File: config.mk
export PLATFORM = sky130hd
export DESIGN_NAME = skl_mw_add_seq
export DESIGN_NICKNAME = d
export VERILOG_FILES = /design/src/rtl/skl_mw_add_seq.sv
export SDC_FILE = /design/constraint.sdc
export NUM_CORES = 1
export LEC_CHECK = 0
export BUFFER_PORTS_ARGS = -buffer_cell sky130_fd_sc_hd__buf_2
export CORE_MARGIN = 3
export CORE_UTILIZATION = 59
export DETAILED_ROUTE_END_ITERATION = 7
export PLACE_DENSITY = 0.95
export SYNTH_ARGS = -nofsm -noshare
export SYNTH_HDL_FRONTEND = slang
export SYNTH_SLANG_ARGS = --single-unit
File: constraint.sdc
create_clock -name clk -period 9.76 [get_ports clk]
set_input_delay 1.464 -clock clk [delete_from_list [all_inputs] [get_ports clk]]
set_output_delay 1.464 -clock clk [all_outputs]
set_load 0.005 [all_outputs]
File: src/rtl/skl_mw_add_seq.sv
`default_nettype none
// ============================================================================
// Module      : skl_mw_add_seq
// Description : Multi-word add/subtract sequencer. Wide operands pass through
//               a single 32-bit Kogge-Stone adder, one slice per clock, least
//               significant slice first. The carry is registered between
//               slices. Valid/ready handshakes on both the request and the
//               result side.
// Ports       : clk          rising-edge clock
//               rst_n        asynchronous active-low reset
//               i_in_valid   request valid
//               o_in_ready   request accepted (high only when idle)
//               i_x1, i_x2   operands A and B, N = 32*WORDS bits each
//               i_cin        carry-in for add (ignored for subtract)
//               i_sub        1: x1 - x2, 0: x1 + x2 + cin
//               o_out_valid  result valid
//               i_out_ready  consumer accepts result
//               o_s          N-bit result, stable while o_out_valid is high
//               o_cout       carry out of bit N-1 (subtract: 1 = no borrow)
//               o_ovf        signed overflow of the N-bit operation
//               o_busy       operation in progress or result pending
// Revision    : 1.0 - initial release
// ============================================================================
module skl_mw_add_seq #(
    parameter int WORDS = 4
) (
    input  logic                  clk,
    input  logic                  rst_n,
    input  logic                  i_in_valid,
    output logic                  o_in_ready,
    input  logic [32*WORDS-1:0]   i_x1,
    input  logic [32*WORDS-1:0]   i_x2,
    input  logic                  i_cin,
    input  logic                  i_sub,
    output logic                  o_out_valid,
    input  logic                  i_out_ready,
    output logic [32*WORDS-1:0]   o_s,
    output logic                  o_cout,
    output logic                  o_ovf,
    output logic                  o_busy
);

    localparam int                c_N    = 32 * WORDS;
    localparam int                c_IDXW = (WORDS > 1) ? $clog2(WORDS) : 1;
    localparam logic [c_IDXW-1:0] c_LAST = c_IDXW'(WORDS - 1);

    typedef enum logic [1:0] {
        S_IDLE = 2'd0,
        S_RUN  = 2'd1,
        S_DONE = 2'd2
    } state_t;

    state_t             r_state;
    state_t             w_state_nxt;

    logic [c_N-1:0]     r_a;
    logic [c_N-1:0]     r_b;        // already inverted for subtract
    logic [c_N-1:0]     r_sum;
    logic               r_carry;
    logic [c_IDXW-1:0]  r_idx;
    logic               r_cout;
    logic               r_ovf;

    logic [31:0]        w_x1;
    logic [31:0]        w_x2;
    logic [31:0]        w_sum;
    logic               w_co;
    logic               w_accept;
    logic               w_last;

    // 32-bit Kogge-Stone adder: five prefix levels over (generate, propagate),
    // carry-in folded in after the prefix tree.
    function automatic logic [32:0] f_ks_add(input logic [31:0] a,
                                             input logic [31:0] b,
                                             input logic        ci);
        logic [31:0] g;
        logic [31:0] p;
        logic [31:0] gn;
        logic [31:0] pn;
        logic [31:0] h;
        logic [31:0] c;
        g = a & b;
        h = a ^ b;
        p = h;
        for (int lvl = 0; lvl < 5; lvl++) begin
            gn = g;
            pn = p;
            for (int i = (1 << lvl); i < 32; i++) begin
                gn[i] = g[i] | (p[i] & g[i - (1 << lvl)]);
                pn[i] = p[i] & p[i - (1 << lvl)];
            end
            g = gn;
            p = pn;
        end
        // Carry into bit i is the group (i-1:0) generate, or its propagate with cin.
        c = {g[30:0] | (p[30:0] & {31{ci}}), ci};
        return {g[31] | (p[31] & ci), h ^ c};
    endfunction

    assign w_x1 = r_a[{r_idx, 5'b00000} +: 32];
    assign w_x2 = r_b[{r_idx, 5'b00000} +: 32];
    assign {w_co, w_sum} = f_ks_add(w_x1, w_x2, r_carry);

    assign w_accept = (r_state == S_IDLE) && i_in_valid;
    assign w_last   = (r_idx == c_LAST);

    // ------------------------------------------------------------------
    // FSM
    // ------------------------------------------------------------------
    always_ff @(posedge clk or negedge rst_n) begin
        if (!rst_n) begin
            r_state <= S_IDLE;
        end else begin
            r_state <= w_state_nxt;
        end
    end

    always_comb begin
        w_state_nxt = r_state;
        o_in_ready  = 1'b0;
        o_out_valid = 1'b0;
        o_busy      = 1'b0;
        case (r_state)
            S_IDLE: begin
                o_in_ready = 1'b1;
                if (i_in_valid) begin
                    w_state_nxt = S_RUN;
                end
            end
            S_RUN: begin
                o_busy = 1'b1;
                if (w_last) begin
                    w_state_nxt = S_DONE;
                end
            end
            S_DONE: begin
                o_busy      = 1'b1;
                o_out_valid = 1'b1;
                if (i_out_ready) begin
                    w_state_nxt = S_IDLE;
                end
            end
            default: begin
                w_state_nxt = S_IDLE;
            end
        endcase
    end

    // ------------------------------------------------------------------
    // Datapath registers
    // ------------------------------------------------------------------
    always_ff @(posedge clk or negedge rst_n) begin
        if (!rst_n) begin
            r_a     <= '0;
            r_b     <= '0;
            r_sum   <= '0;
            r_carry <= 1'b0;
            r_idx   <= '0;
            r_cout  <= 1'b0;
            r_ovf   <= 1'b0;
        end else if (w_accept) begin
            r_a     <= i_x1;
            // Subtract is x1 + ~x2 + 1: invert B once here, seed carry with 1.
            r_b     <= i_sub ? ~i_x2 : i_x2;
            r_carry <= i_sub | i_cin;
            r_idx   <= '0;
            r_sum   <= '0;
            r_cout  <= 1'b0;
            r_ovf   <= 1'b0;
        end else if (r_state == S_RUN) begin
            r_sum[{r_idx, 5'b00000} +: 32] <= w_sum;
            r_carry                        <= w_co;
            if (w_last) begin
                r_cout <= w_co;
                r_ovf  <= (r_a[c_N-1] == r_b[c_N-1]) && (w_sum[31] != r_a[c_N-1]);
            end else begin
                // Index parks on the last slice instead of wrapping.
                r_idx <= r_idx + 1'b1;
            end
        end
    end

    assign o_s    = r_sum;
    assign o_cout = r_cout;
    assign o_ovf  = r_ovf;

endmodule
`default_nettype wire

==> results.md <==
* Outcome: complete, no violations
* M1 GR Usage at 0.443
* Initial cell density of the core at 0.604
* Number of buffers added for setup after CTS at 0
* Class of the tightest hold or removal check: reg -> reg
* Hpwl dp at 38700 um
* Maximum number of pins on one net before global-route repair at 183
* Arithmetic-cell share of the synthesized area counting full adders, half adders and majority gates at 0.0279
* IR drop worst, VDD at 207 uV
* Highest achievable clock rate at 0.201 GHz
* Critical Path AT at 5330 ps
* Number of antenna violations at the first check in global routing at 2
* Number of nets still failing antenna checks after routing at 0
* Wire per inst at 21.6 um
* Top FF cell, synth: dfrtp_1
* Post-route clock period utilization at 0.510
* Clock slew at reported path FFs at 70 ps
* Clock latency of the later-clocked register in the worst-skew pair at 520 ps
* Max-Cap Viols at 0
* TritonCTS clock tree: done
* Clock root buffer: clkbuf_16
* Post-Synthesis Cell Area at 0.0187 mm2
* Worst Setup Slack post-DPL at 4810 ps
* Die area at 0.0338 mm2
* Skew final at 14.7 ps
* Met2 demand-to-capacity share in global routing at 0.511
* Post-synthesis mux area share at 0.0783
* Setup WS post-layout at 4790 ps
* Net total in the final layout at 2413
* Lkg Pwr at 0.0112 uW
* CTS H-tree lvls at 2
* Setup repair after global routing missed its margin: false
* Final Max Tran Viols at 0
* Global placer's final weighted congestion at 0.901
* DRC violation count after routing at 0
* Layer with the highest usage: met2
* Number of instances resized during post-cts repair at 0
* Worst relative slew slack at 0.271
* Top fanout value on the critical path at 36
* DR vias/cell at 6.05
* Fraction of the yosys area taken by sequential cells at 0.524
* Area delta synth->final at 18.5%
* Via count of the first global-routing pass at 15200
* Number of vias in the routed layout at 15300
* Kind of launch point of the worst setup path: flip-flop
* Setup CP Type: reg -> reg
* Floorplan row count at 64
* Die W at 184 um
* Compound-cell area share of the yosys netlist at 0.141
* Number of instances in the synthesized netlist at 1777
* Syn avg cell area at 10.5 um2
* Critical path endpoint category: flip-flop
* Simple-gate share of the synthesized area at 0.127
* Total of endpoints with negative setup slack in the final report at 0
* Required time of the critical path at 10120 ps
* Actual slew at the worst max-slew pin at 1090 ps
* Total of flip-flops plus latches after synthesis at 391
* Total wirelength of the detailed-routed design at 54700 um
* Number of flops mapped to enable cells by yosys at 0
* Antenna diodes at 0
* Pwr dens at 393 mW/mm2
* Number of buffers added to fix hold violations after cts at 0
* Post-synthesis share of cell area spent on xor and xnor gates at 0.0736
* TritonCTS Buffers at 39
* Final critical-path required period at 4970 ps
* GRT Util Overall at 0.318
* Ys Warns at 0
* Placeable core area at 0.0309 mm2
* Final hold viol count at 0
* Async set or reset register ratio after synthesis at 1.00
* Number of DRC markers in iteration 0 at 1485
* First-pass GRT wire length at 84200 um
* Share of cells above drive strength 1 at 0.266
* Drt pass-1 iters at 5
* Routing usage on met3 at 0.0560
* Overflow after GRT at 0
* Number of library cell types mapped by synthesis at 66
* Vertical die dimension at 184 um
* Count of boundary I/O pins at 395
* Worst-case clock buffer depth at 3
* Combinational family with the most area after synthesis: compound AO/OA/AOI/OAI gates
* Syn nets at 2080
* IO buf count at 394
* Setup TNS after final layout at 0 ps
* CTS Sinks at 391
[flip-flops by register name, summed over array words and instances (netlist names)]
signal and count:
o_s 128, r_a 128, r_b 128, r_idx 2, r_state 2, o_cout 1
o_ovf 1, r_carry 1
[per-stage QoR]
stage / power, uW / instance area (um2) / hold WS [ps] / util / std cells
after floorplan: 5680 / 18700 / 440 / - / 1777
after global placement: 6830 / 20900 / 453 / 0.676 / 2465
after detailed placement: 7050 / 20900 / 457 / 0.676 / 2465
after CTS: 8590 / 22100 / 472 / 0.716 / 2532
after global routing: 9200 / 22100 / 494 / 0.716 / 2532
final: 8690 / 22100 / 472 / 0.716 / 2532
[placed cells by master (no fill, tap or decap), types with 5 or more instances in the layout]
cell and n:
a21o_1 20, a21oi_1 34, a21oi_2 5, a22o_1 116, a31oi_1 5, buf_2 392, buf_4 15, clkbuf_1 9
clkbuf_16 41, clkbuf_8 6, clkinv_2 8, dfrtp_1 389, ha_1 40, inv_1 18, mux4_2 64, nand2_1 548
nand3_1 7, nand4_1 5, nor2_1 19, nor3_2 5, o21a_1 6, o21ai_0 153, o21ai_1 6, o21bai_1 7
xnor2_1 146, xor2_1 9
[path summary, 6_finish.rpt]
path,from,to,slack (ps),cells after the start
max,r_idx[0]$_DFFE_PN0P_,o_s[8]$_DFFE_PN0P_,4790,11
min,r_a[113]$_DFFE_PN0P_,r_a[113]$_DFFE_PN0P_,470,2
max reg2reg,r_idx[0]$_DFFE_PN0P_,o_s[8]$_DFFE_PN0P_,4790,11
min reg2reg,r_a[113]$_DFFE_PN0P_,r_a[113]$_DFFE_PN0P_,470,2
max in group asynchronous,rst_n,r_a[14]$_DFFE_PN0P_,7060,2
min in group asynchronous,rst_n,o_s[55]$_DFFE_PN0P_,1000,1
[per-layer routing]
layer	up-vias	wire length, um
li1	6755	-
met1	7484	21900
met2	914	25700
met3	156	4960
met4	2	2070
met5	-	13
[Yosys cell counts, types with 2 or more instances]
| master | instances | share of area |
|---|---|---|
| clkbuf_1 | 97 | 0.019 |
| ha_1 | 40 | 0.027 |
| o21ai_1 | 6 | 0.0016 |
| o21bai_1 | 7 | 0.0028 |
| a21oi_4 | 2 | 0.0017 |
| and4_4 | 2 | 0.0012 |
| nor2_1 | 19 | 0.0038 |
| a21oi_1 | 38 | 0.010 |
| mux4_2 | 64 | 0.077 |
| or3_1 | 3 | 0.0010 |
| nand2_1 | 549 | 0.11 |
| xor2_1 | 9 | 0.0042 |
| nor3_1 | 6 | 0.0016 |
| nor3_2 | 2 | 0.0011 |
| inv_1 | 18 | 0.0036 |
| nand4_1 | 5 | 0.0017 |
| a21boi_0 | 2 | 0.00080 |
| buf_1 | 11 | 0.0022 |
| a21o_1 | 20 | 0.0080 |
| and2_1 | 2 | 0.00067 |
| o21ai_0 | 153 | 0.041 |
| a31oi_1 | 5 | 0.0017 |
| a211oi_2 | 2 | 0.0013 |
| nand3_1 | 7 | 0.0019 |
| dfrtp_1 | 391 | 0.52 |
| o21a_1 | 6 | 0.0024 |
| o31ai_1 | 3 | 0.0012 |
| xnor2_1 | 146 | 0.068 |
| buf_2 | 9 | 0.0024 |
| a22o_1 | 116 | 0.054 |
| o21ai_2 | 2 | 0.00094 |
[critical path, cell delays in order, from the launching register on]
cell	delay (ps)
dfrtp_4	870
buf_4	710
mux4_2	690
ha_1	380
a211oi_2	230
o21bai_1	110
a21oi_1	270
o21bai_1	100
a21oi_1	250
nor2_1	80
o31ai_1	840
o21ai_0	230
[final cells by class]
| class | count | area, um2 |
|---|---|---|
| tap | 396 | 495 |
| inverter | 18 | 67.6 |
| fill | 2075 | 8780 |
| clock buffer | 56 | 1140 |
| multi-input combinational | 1250 | 8410 |
| sequential | 391 | 9790 |
| timing repair buffer | 410 | 2120 |
| clock inverter | 11 | 108 |
[cells by family (layout without fill, tap and decap cells)]
group | after synthesis | in the layout
AND/OR/NAND/NOR | 604 | 604
AO/OA/AOI/OAI | 383 | 383
XOR/XNOR | 156 | 156
buffers and inverters | 136 | 495
flip-flops | 391 | 391
adder cells (fa/ha/maj) | 41 | 41
multiplexers | 66 | 66
[report_power, final]
group          leakage, uW  switching (uW)  internal (uW)  total (uW)
combinational      0.00556            2870           1660        4530
clock             0.000619             616            865        1480
sequential         0.00503             464           2220        2690
Power figures use the tool's default switching activity.
